**src/rtl/uart_tx_arbiter.sv**
```systemverilog
// Round-robin arbiter sharing one uart_tx between several byte-stream sources.
// A grant lasts for a whole message (terminated by req_last). An owner that
// stops presenting bytes mid-message is released by an idle timeout.
module uart_tx_arbiter #(
    parameter int  N_REQ          = 4,
    parameter int  DATA_WIDTH     = 8,
    parameter int  TIMEOUT_CYCLES = 5_000_000,
    localparam int ID_W           = (N_REQ > 1) ? $clog2(N_REQ) : 1
) (
    input  logic                        clk,
    input  logic                        rst_n,
    input  logic [N_REQ-1:0]            req_valid,
    input  logic [N_REQ*DATA_WIDTH-1:0] req_data,
    input  logic [N_REQ-1:0]            req_last,
    output logic [N_REQ-1:0]            req_ready,
    output logic [DATA_WIDTH-1:0]       tx_data,
    output logic                        tx_valid,
    input  logic                        tx_ready,
    output logic [ID_W-1:0]             grant_id,
    output logic                        busy,
    output logic                        timeout
);

    localparam int              CNT_W     = $clog2(TIMEOUT_CYCLES + 1);
    localparam logic [CNT_W-1:0] CNT_LIMIT = CNT_W'(TIMEOUT_CYCLES - 1);
    localparam logic [ID_W-1:0]  LAST_IDX  = ID_W'(N_REQ - 1);

    typedef enum logic {IDLE, GRANT} state_t;

    state_t                 state_reg;
    logic [ID_W-1:0]        owner_reg;
    logic [ID_W-1:0]        rr_ptr_reg;
    logic [CNT_W-1:0]       cnt_reg;
    logic                   busy_reg;
    logic                   timeout_reg;

    logic [DATA_WIDTH-1:0]  lane [N_REQ];
    logic                   owner_valid;
    logic                   owner_last;
    logic                   handshake;
    logic [ID_W-1:0]        next_ptr;
    logic                   pick_found;
    logic [ID_W-1:0]        pick_idx;
    logic [ID_W:0]          cand;

    // Split the flat data bus into lanes and steer ready to the owner only.
    generate
        for (genvar gi = 0; gi < N_REQ; gi++) begin : g_req
            assign lane[gi]      = req_data[gi*DATA_WIDTH +: DATA_WIDTH];
            assign req_ready[gi] = busy_reg && (owner_reg == ID_W'(gi))
                                   && tx_ready && req_valid[gi];
        end
    endgenerate

    assign owner_valid = req_valid[owner_reg];
    assign owner_last  = req_last[owner_reg];
    assign handshake   = busy_reg && owner_valid && tx_ready;
    assign next_ptr    = (owner_reg == LAST_IDX) ? '0 : owner_reg + ID_W'(1);

    // Data path is a pure passthrough from the owner while a message is open.
    assign tx_valid = busy_reg && owner_valid;
    assign tx_data  = busy_reg ? lane[owner_reg] : '0;
    assign grant_id = owner_reg;
    assign busy     = busy_reg;
    assign timeout  = timeout_reg;

    // First asserted request searching upward from rr_ptr, wrapping at N_REQ.
    always_comb begin
        pick_found = 1'b0;
        pick_idx   = '0;
        cand       = '0;
        for (int k = 0; k < N_REQ; k++) begin
            cand = {1'b0, rr_ptr_reg} + (ID_W+1)'(k);
            if (cand >= (ID_W+1)'(N_REQ)) begin
                cand = cand - (ID_W+1)'(N_REQ);
            end
            if (!pick_found && req_valid[cand[ID_W-1:0]]) begin
                pick_found = 1'b1;
                pick_idx   = cand[ID_W-1:0];
            end
        end
    end

    // Grant FSM with idle-timeout counter; a handshake always beats the timeout.
    always_ff @(posedge clk or negedge rst_n) begin
        if (!rst_n) begin
            state_reg   <= IDLE;
            owner_reg   <= '0;
            rr_ptr_reg  <= '0;
            cnt_reg     <= '0;
            busy_reg    <= 1'b0;
            timeout_reg <= 1'b0;
        end else begin
            timeout_reg <= 1'b0;
            case (state_reg)
                IDLE: begin
                    if (pick_found) begin
                        state_reg <= GRANT;
                        busy_reg  <= 1'b1;
                        owner_reg <= pick_idx;
                        cnt_reg   <= '0;
                    end
                end
                GRANT: begin
                    if (handshake) begin
                        cnt_reg <= '0;
                        if (owner_last) begin
                            state_reg  <= IDLE;
                            busy_reg   <= 1'b0;
                            rr_ptr_reg <= next_ptr;
                        end
                    end else if (!owner_valid) begin
                        if (cnt_reg >= CNT_LIMIT) begin
                            state_reg   <= IDLE;
                            busy_reg    <= 1'b0;
                            rr_ptr_reg  <= next_ptr;
                            timeout_reg <= 1'b1;
                        end else begin
                            cnt_reg <= cnt_reg + CNT_W'(1);
                        end
                    end
                end
                default: begin
                    state_reg <= IDLE;
                    busy_reg  <= 1'b0;
                end
            endcase
        end
    end

endmodule

```
**config.mk**
```make
export PLATFORM = sky130hd
export DESIGN_NAME = uart_tx_arbiter
export DESIGN_NICKNAME = d
export VERILOG_FILES = /design/src/rtl/uart_tx_arbiter.sv
export SDC_FILE = /design/constraint.sdc
export NUM_CORES = 1
export LEC_CHECK = 0
export CORE_MARGIN = 2
export CORE_UTILIZATION = 52
export CTS_BUF_LIST = sky130_fd_sc_hd__clkbuf_16
export CTS_CLUSTER_DIAMETER = 100
export DETAILED_ROUTE_END_ITERATION = 10
export PLACE_DENSITY = 0.85
export SETUP_SLACK_MARGIN = 0.5
export SLEW_MARGIN = 20
export SYNTH_ARGS = -nofsm -noshare
export SYNTH_HDL_FRONTEND = slang
export SYNTH_SLANG_ARGS = --single-unit
export TNS_END_PERCENT = 20
```
**constraint.sdc**
```tcl
create_clock -name clk -period 3 [get_ports clk]
set_input_delay 0.3 -clock clk [delete_from_list [all_inputs] [get_ports clk]]
set_output_delay 0.3 -clock clk [all_outputs]
set_load 0.05 [all_outputs]
```
# --- Yosys cells after proc, flatten, opt, wreduce, memory -nomap -nowiden ---
# Index checks and enable logic that the tools add are counted.
totals:
  output_inout_bits: 17
  wordCells: 118
  in_bits: 43
  ff_bits: 30
op_classes:
  n_mux: 54
  eq_ne: 10
  add_sub_neg: 9
  reduce_logical: 26
  n_lt_le_gt_ge: 11
  bitwise_logic: 2
op_table:
  columns: ["cell", "count"]
  rows:
  - ["$mux 23", 4]
  - ["$pmux 23 s2", 1]
  - ["$mux 2", 13]
  - ["$mux 1", 24]
  - ["$mux 8", 3]
  - ["$add 23x1->23 const B", 1]
  - ["$ge 23x23->1 const B", 1]
  - ["$logic_and 1x1->1", 17]
  - ["$bmux 8 s2", 1]
  - ["$lt 2x3->1 const B", 5]
  - ["$bmux 1 s2", 6]
  - ["$ge 3x3->1 const B", 4]
  - ["$reduce_and 4->1", 2]
  - ["$sub 2x1->2 const B", 4]
  - ["$add 2x2->3 const B", 2]
  - ["$ne 3x3->1 const B", 2]
  - ["$eq 2x2->1 const B", 2]
  - ["$ne 2x2->1 const B", 2]
  - ["$pmux 1 s2", 2]
  - ["$add 2x1->3 const B", 1]
  - ["$ge 2x3->1 const B", 1]
  - ["$logic_not 1->1", 3]
  - ["$ne 3x1->1 const B", 1]
  - ["$ne 3x2->1 const B", 1]
  - ["9 further kinds", 9]

# --- Depth between registers and ports, before layout ---
# Gate-level depths: netlist of run 1.
depth:
  depth_word: 16
  ltp_mapped: 8
  depth_no_buf: 7

# --- Least setup slack after synthesis of run 1 ---
# OpenSTA, ideal clock, no wires.
synth_timing:
  kind: "reg-to-reg"
  from: "reg owner_reg[0], in the netlist grant_id[0]"
  to: "reg cnt_reg[13]"
  path_stages_with_launch: 6
  required_ns: 2.860
  arrival_ns: 2.197
  setup_ns: 0.140
  setup_slack_ns: 0.663
  path_buffers: 0
  cell_sequence: "dfrtp_1 -> mux4_2 -> a31oi_4 -> nand3_2 -> o311ai_0 -> o41ai_1"
synth_via:
  elab_chain_len: 6
synth_rtl:
  columns: ["item", "line", "text"]
  rows:
  - ["start, declared", "31", "logic [ID_W-1:0] owner_reg;"]
  - ["start signal, assigned", "100", "owner_reg <= pick_idx;"]
  - ["$bmux 1 s2 (*)", "55", "assign owner_valid = req_valid[owner_reg];"]
  - ["$mux 1 (implied by the code) (*)", "55", null]
  - ["$logic_and 1x1->1 (2 in a row)", "57", "assign handshake = busy_reg && owner_valid && tx_ready;"]
  - ["$ne 3x3->1 (no line), or another cell as far along", null, null]
  - ["$reduce_and 3->1 (no line) or $pmux 23 s2 (tied branches)", null, null]
  - ["end signal, assigned", "119", "cnt_reg <= cnt_reg + CNT_W'(1);"]
  - ["end, declared", "33", "logic [CNT_W-1:0] cnt_reg;"]
# Mark *: on every way between the ends. The rest lies on a longest branch, timed or not. The select of a mux whose other input is x is not followed.
# A chain may end at the register's enable or synchronous reset.

# --- Worst setup path in the final report of run 1 ---
layout_timing:
  from: "reg owner_reg[0], in the netlist grant_id[0]"
  to: "out tx_data[0]"
layout_via:
  elab_chain_len: 5
layout_rtl:
  columns: ["item", "line", "text"]
  rows:
  - ["$not 2->3 (implied by the code)", "62", "assign tx_data = busy_reg ? lane[owner_reg] : '0;"]
  - ["$bmux 8 s2", "62", null]
  - ["$mux 8 (implied by the code) (2 in a row)", "62", null]
  - ["$mux 8", "62", null]
  - ["end, declared", "16", "output logic [DATA_WIDTH-1:0] tx_data,"]
# Every way passes these cells. The select of a mux whose other input is x is not followed.

==> qor.txt, run 1 <==
run status -> completed
Leakage -> 1.217 nW
total vias in the final route -> 2083
Final Critical Period -> 2.618 ns
drt initial violations -> 244
endpoints failing hold -> 0
post-synth top area share -> 34.21%
global route overflow -> 0
number of distinct library cells after synthesis -> 57
CP Max Fanout -> 14
number of synthesized register bits -> 30
top cells by area, synth -> dfrtp_1 34%, mux4_2 9.2%, o211ai_1 4.1%, o31ai_1 4.1%, nand2_1 3.4%
startpoint type of the worst setup path -> flop
CP arrival -> 2.32 ns
max reg flops -> 23
Initial Utilization -> 54.47%
largest net degree at the start of global routing -> 31
final hold slack -> 0.4084 ns
CP Capture Type -> output port
Final HPWL DP -> 4342 microns
fraction of layout cells with a size suffix above 1 -> 13.68%
post-CTS setup repair buffer count -> 0
GRT Util Overall -> 25.45%
commonest non-fill, non-tap cells in the layout -> 55 x clkdlybuf4s50_1, 30 x dfrtp_1, 20 x nand2_1
RSZ-0062 raised after global routing -> yes
post-synthesis cell count -> 221
clock tree root buffer cell -> clkbuf_16
IO Port Bufs -> 59
Post-Syn Area -> 0.002195 sq mm
Final nets -> 332
design area -> 0.002964 sq mm
CTS tree -> done
Worst-path clk slew -> 0.05 ns
register area -> 750.7 sq um
area occupied by multi-input gates -> 0.001318 sq mm
Setup violations, final -> 0
first-pass GRT wire length -> 9032 microns
first drt pass iteration count -> 4
height of the die -> 68.97 microns
commonest non-fill, non-tap cell in the layout -> clkdlybuf4s50_1
Synth warnings -> 0
Setup Total Neg Slack -> 0 ns
Relative slew margins -> 65.14%
Top-Level Pins -> 60
ys async rst share -> 100.0%
dominant cell type by area after synthesis -> dfrtp_1
fin util -> 73.57%
FILL cells -> 284
CTS Sinks -> 30
initial antenna violation count -> 0
Worst-Margin Slew -> 0.5156 ns
Final Slew Violations -> 0
post-route worst setup slack -> 0.3822 ns
Post-DP Area -> 0.002824 sq mm
maximum buffer depth of the clock tree -> 2
Hold Path Class -> primary input to async pin
# DRC -> 0
vias in the first global route -> 1929
clk_skew -> 0.006926 ns
post-synth net total -> 269
num rows -> 23
CTS Buf Count -> 5
Worst VDD drop -> 593.7 uV
later-pin clock latency in the skew report -> 0.28 ns
RePlAce Congestion -> 0.8493
Die Wd -> 68.97 microns
area delta synth->final -> 35.06%
Worst EP required -> 2.70 ns
Seq/Total Area, Yosys -> 34.21%
worst slack at placement -> 0.3462 ns
Die ar. -> 0.004756 sq mm
DRT Wirelength -> 5839 microns
drt via density -> 6.218
max cap viols -> 0
fmax -> 382.0 MHz
Setup CP Type -> flop to output port
post-route antenna net violation count -> 0
Mapped Avg Cell Area -> 9.930 sq um
Pwr Density -> 790.7 mW/mm^2
Final Cycle Share -> 87.26%
r2r setup slk -> 0.75 ns
H-tree Lvls -> 2
predominant post-synthesis flop cell -> dfrtp_1
n_diodes -> 0
DR WL/cell -> 17.43 microns
core area -> 0.004029 sq mm
Post-synth EDFFs -> 0
critical path, cell delays in order, from the launching register on:
cell	delay [ns]
dfrtp_1	0.38
buf_4	0.26
mux4_2	0.52
and2_1	0.17
clkdlybuf4s50_1	0.70
synthesized netlist by cell type, types with 3 or more instances:
cell / number
buf_4: 3
o211ai_1: 12
ha_1: 5
or2_2: 3
mux4_2: 9
inv_1: 9
a21oi_1: 5
or3_1: 3
o21ai_0: 8
nand3_1: 11
and3_1: 5
nand4_1: 4
nor2_1: 17
nor4_1: 4
nand2_1: 20
dfrtp_1: 30
o41ai_1: 3
o31ai_1: 12
and2_1: 11
metrics by stage:
stage / instances / power [mW]
after global placement: 327 / 1.868
after detailed placement: 327 / 1.888
after CTS: 335 / 2.347
after global routing: 335 / 2.461
final: 335 / 2.344
after floorplan: 221 / 1.475
layer usage:
layer	GRT usage, %	share of wire, %	up-vias
li1	-	-	975
met3	5.682	6.1	13
met1	33.68	40	1011
met4	5.147	1.4	0
met2	42.91	52	84
met5	0	0	-
report_power, final:
part	leakage (nW)	internal (mW)	switching [mW]
Clock	0.0724	0.298	0.168
Sequential	0.403	0.465	0.107
Combinational	0.741	0.535	0.771
Total	1.22	1.30	1.05
kinds of logic (layout without fill, tap and decap cells):
family / Yosys count / count (layout) / synth area share [%]
AO/OA/AOI/OAI: 62 / 62 / 22.69
multiplexers: 14 / 14 / 12.37
AND/OR/NAND/NOR: 90 / 90 / 22.12
buffers and inverters: 20 / 84 / 5.758
adder cells (fa/ha/maj): 5 / 5 / 2.851
flip-flops: 30 / 30 / 34.21
final cells by class:
cell class	instances	share of cell area (%)
multi-input cells	171	44.45
flip-flops and latches	30	25.33
repair buffers	66	22.20
clock buffers	5	4.221
well taps	50	2.111
inverters	10	1.266
clock inverters	3	0.4221
timing repair:
action                                  in CTS  in global routing
resized for setup                            2                  2
endpoints found under the setup margin      11                 11
hold buffers                                 0                  0
worst paths after layout:
check / startpoint / to / depth (start not counted)
worst max-delay path: grant_id[0] / tx_data[0] / 4
worst max register to register: cnt_reg[20] / rr_ptr_reg[1] / 6
worst min-delay path: rst_n / cnt_reg[16] / 2
max in group asynchronous: rst_n / cnt_reg[7] / 2
min in group clk: cnt_reg[8] / cnt_reg[8] / 1
worst min register to register: cnt_reg[8] / cnt_reg[8] / 1
No activity file was read; power rests on OpenSTA's default activity.
==> run 2: changes to the inputs <==
CAP_MARGIN = 20   (was not set)
==> results of run 2 <==
Final layout, timing and power as in run 1 (identical DEF).
==> run 3: changes to the inputs <==
CORE_MARGIN = 1   (was 2)
PLACE_DENSITY = 0.95   (was 0.85)
SLEW_MARGIN = not set   (was 20)
==> run 3 against run 2 <==
Effect of this change:
- worst hold slack better by 0.00059 ns
- final cell count stayed put
- flip-flop and latch count stayed put
- final area hardly changed
- largest cell class unchanged
==> qor.txt, run 3 (same netlist as run 1, synthesis figures left out) <==
total vias in the final route -> 2054
drt initial violations -> 156
commonest non-fill, non-tap cells in the layout -> 54 x clkdlybuf4s50_1, 30 x dfrtp_1, 20 x nand2_1
Setup violations, final -> 0
vias in the first global route -> 2118
Die Wd -> 66.97 microns
design area -> 0.002967 sq mm
# DRC -> 0
RSZ-0062 raised after global routing -> yes
IO Port Bufs -> 59
drt via density -> 6.131
DRT Wirelength -> 5723 microns
num rows -> 23
Worst-Margin Slew -> 0.5608 ns
R2R cell count -> 6
Relative slew margins -> 62.27%
Setup Total Neg Slack -> 0 ns
maximum buffer depth of the clock tree -> 2
Initial Utilization -> 54.47%
fraction of layout cells with a size suffix above 1 -> 13.68%
first drt pass iteration count -> 5
endpoints failing hold -> 0
total power -> 2.339 mW
global route overflow -> 0
Worst Path Buf+Inv -> 1
worst r2r src -> grant_id[0]
DR WL/cell -> 17.08 microns
largest net degree at the start of global routing -> 31
fmax -> 368.3 MHz
core area -> 0.004029 sq mm
final hold slack -> 0.4090 ns
CTS Sinks -> 30
post-route worst setup slack -> 0.2848 ns
max reg flops -> 23
Final Slew Violations -> 0
CP arrival -> 2.42 ns
area delta synth->final -> 35.18%
commonest non-fill, non-tap cell in the layout -> clkdlybuf4s50_1
critical-path cell with the highest stage delay -> clkdlybuf4s50_1
first-pass GRT wire length -> 9321 microns
post-route antenna net violation count -> 0
Top-Level Pins -> 60
Hold Path Class -> primary input to async pin
Leakage -> 1.230 nW
RePlAce Congestion -> 0.8640
initial antenna violation count -> 0
post-CTS setup repair buffer count -> 0
cells along the critical path -> mux4_2, and2_1, clkdlybuf4s50_1
startpoint type of the worst setup path -> flop
worst slack at placement -> 0.2407 ns
H-tree Lvls -> 2
Final nets -> 332
CP Capture Type -> output port
clock tree root buffer cell -> clkbuf_16
crit-path leading delay family -> buffers and inverters
CTS Buf Count -> 5
run status -> completed
max cap viols -> 0
Die ar. -> 0.004484 sq mm
Final HPWL DP -> 4421 microns
clk_skew -> 0.005817 ns
Post-DP Area -> 0.002824 sq mm
n_diodes -> 0
Setup CP Type -> flop to output port
Max stage delay on crit path -> 0.70 ns
Worst VDD drop -> 451.0 uV
Pwr Density -> 788.5 mW/mm^2
height of the die -> 66.97 microns
Final Cycle Share -> 90.51%
r2r setup slk -> 0.49 ns
FF-to-FF End -> cnt_reg[14]
Final Critical Period -> 2.715 ns
Worst EP required -> 2.70 ns
Hold-fix buffers, CTS -> 0
later-pin clock latency in the skew report -> 0.28 ns
CTS tree -> done
Worst-path clk slew -> 0.05 ns
GRT Util Overall -> 28.33%
CP Max Fanout -> 8
[run 3: cell count changes in the layout (fill, tap and decap cells not counted), sizes merged]
cell,delta
clkdlybuf4s50,-1
dlymetal6s2s,+1
[run 3: report_power, final]
| part | internal, mW | total, mW | switching, mW |
|---|---|---|---|
| clock | 0.299 | 0.468 | 0.169 |
| sequential | 0.465 | 0.579 | 0.114 |
| combinational | 0.531 | 1.29 | 0.761 |
| total | 1.30 | 2.34 | 1.04 |
[run 3: what timing repair did]
action                     4_1_cts  5_1_grt
gates resized for setup          2        3
hold endpoints to repair         0        0
pin swaps                        0        0
setup endpoints to repair       10       19
[run 3: metrics by stage]
stage / utilization, % / std cells
finish: 73.63 / 335
global route: 73.63 / 335
CTS: 73.45 / 335
detailed placement: 70.09 / 327
global placement: 70.09 / 327
floorplan: - / 221
[run 3: how the worst max path moves through the flow]
stage                       startpoint     endpoint  slack, ns  cells after the start
after CTS                  grant_id[0]   tx_data[2]       0.27                      4
after detailed placement  req_valid[3]  cnt_reg[14]       0.24                      7
after global routing       grant_id[0]   tx_data[0]       0.21                      4
final                      grant_id[0]     tx_valid       0.28                      3
after floorplan            grant_id[0]  cnt_reg[13]       0.66                      5
after global placement    req_valid[3]     tx_valid       0.36                      4
[run 3: final cells by class]
class,instances,area [sq um]
fill,275,1062
clock buffer,5,125.1
multi-input combinational,171,1318
timing repair buffer,66,660.6
tap,50,62.56
inverter,10,37.54
clock inverter,3,12.51
sequential,30,750.7
[run 3: routing by layer]
layer  track usage (%)  wire [microns]  up-vias
met4             11.97             149        0
met1             29.59            2250      983
met5                 0               0        -
met3             7.021             272       18
met2             52.90            3051       76
li1                  -               -      977
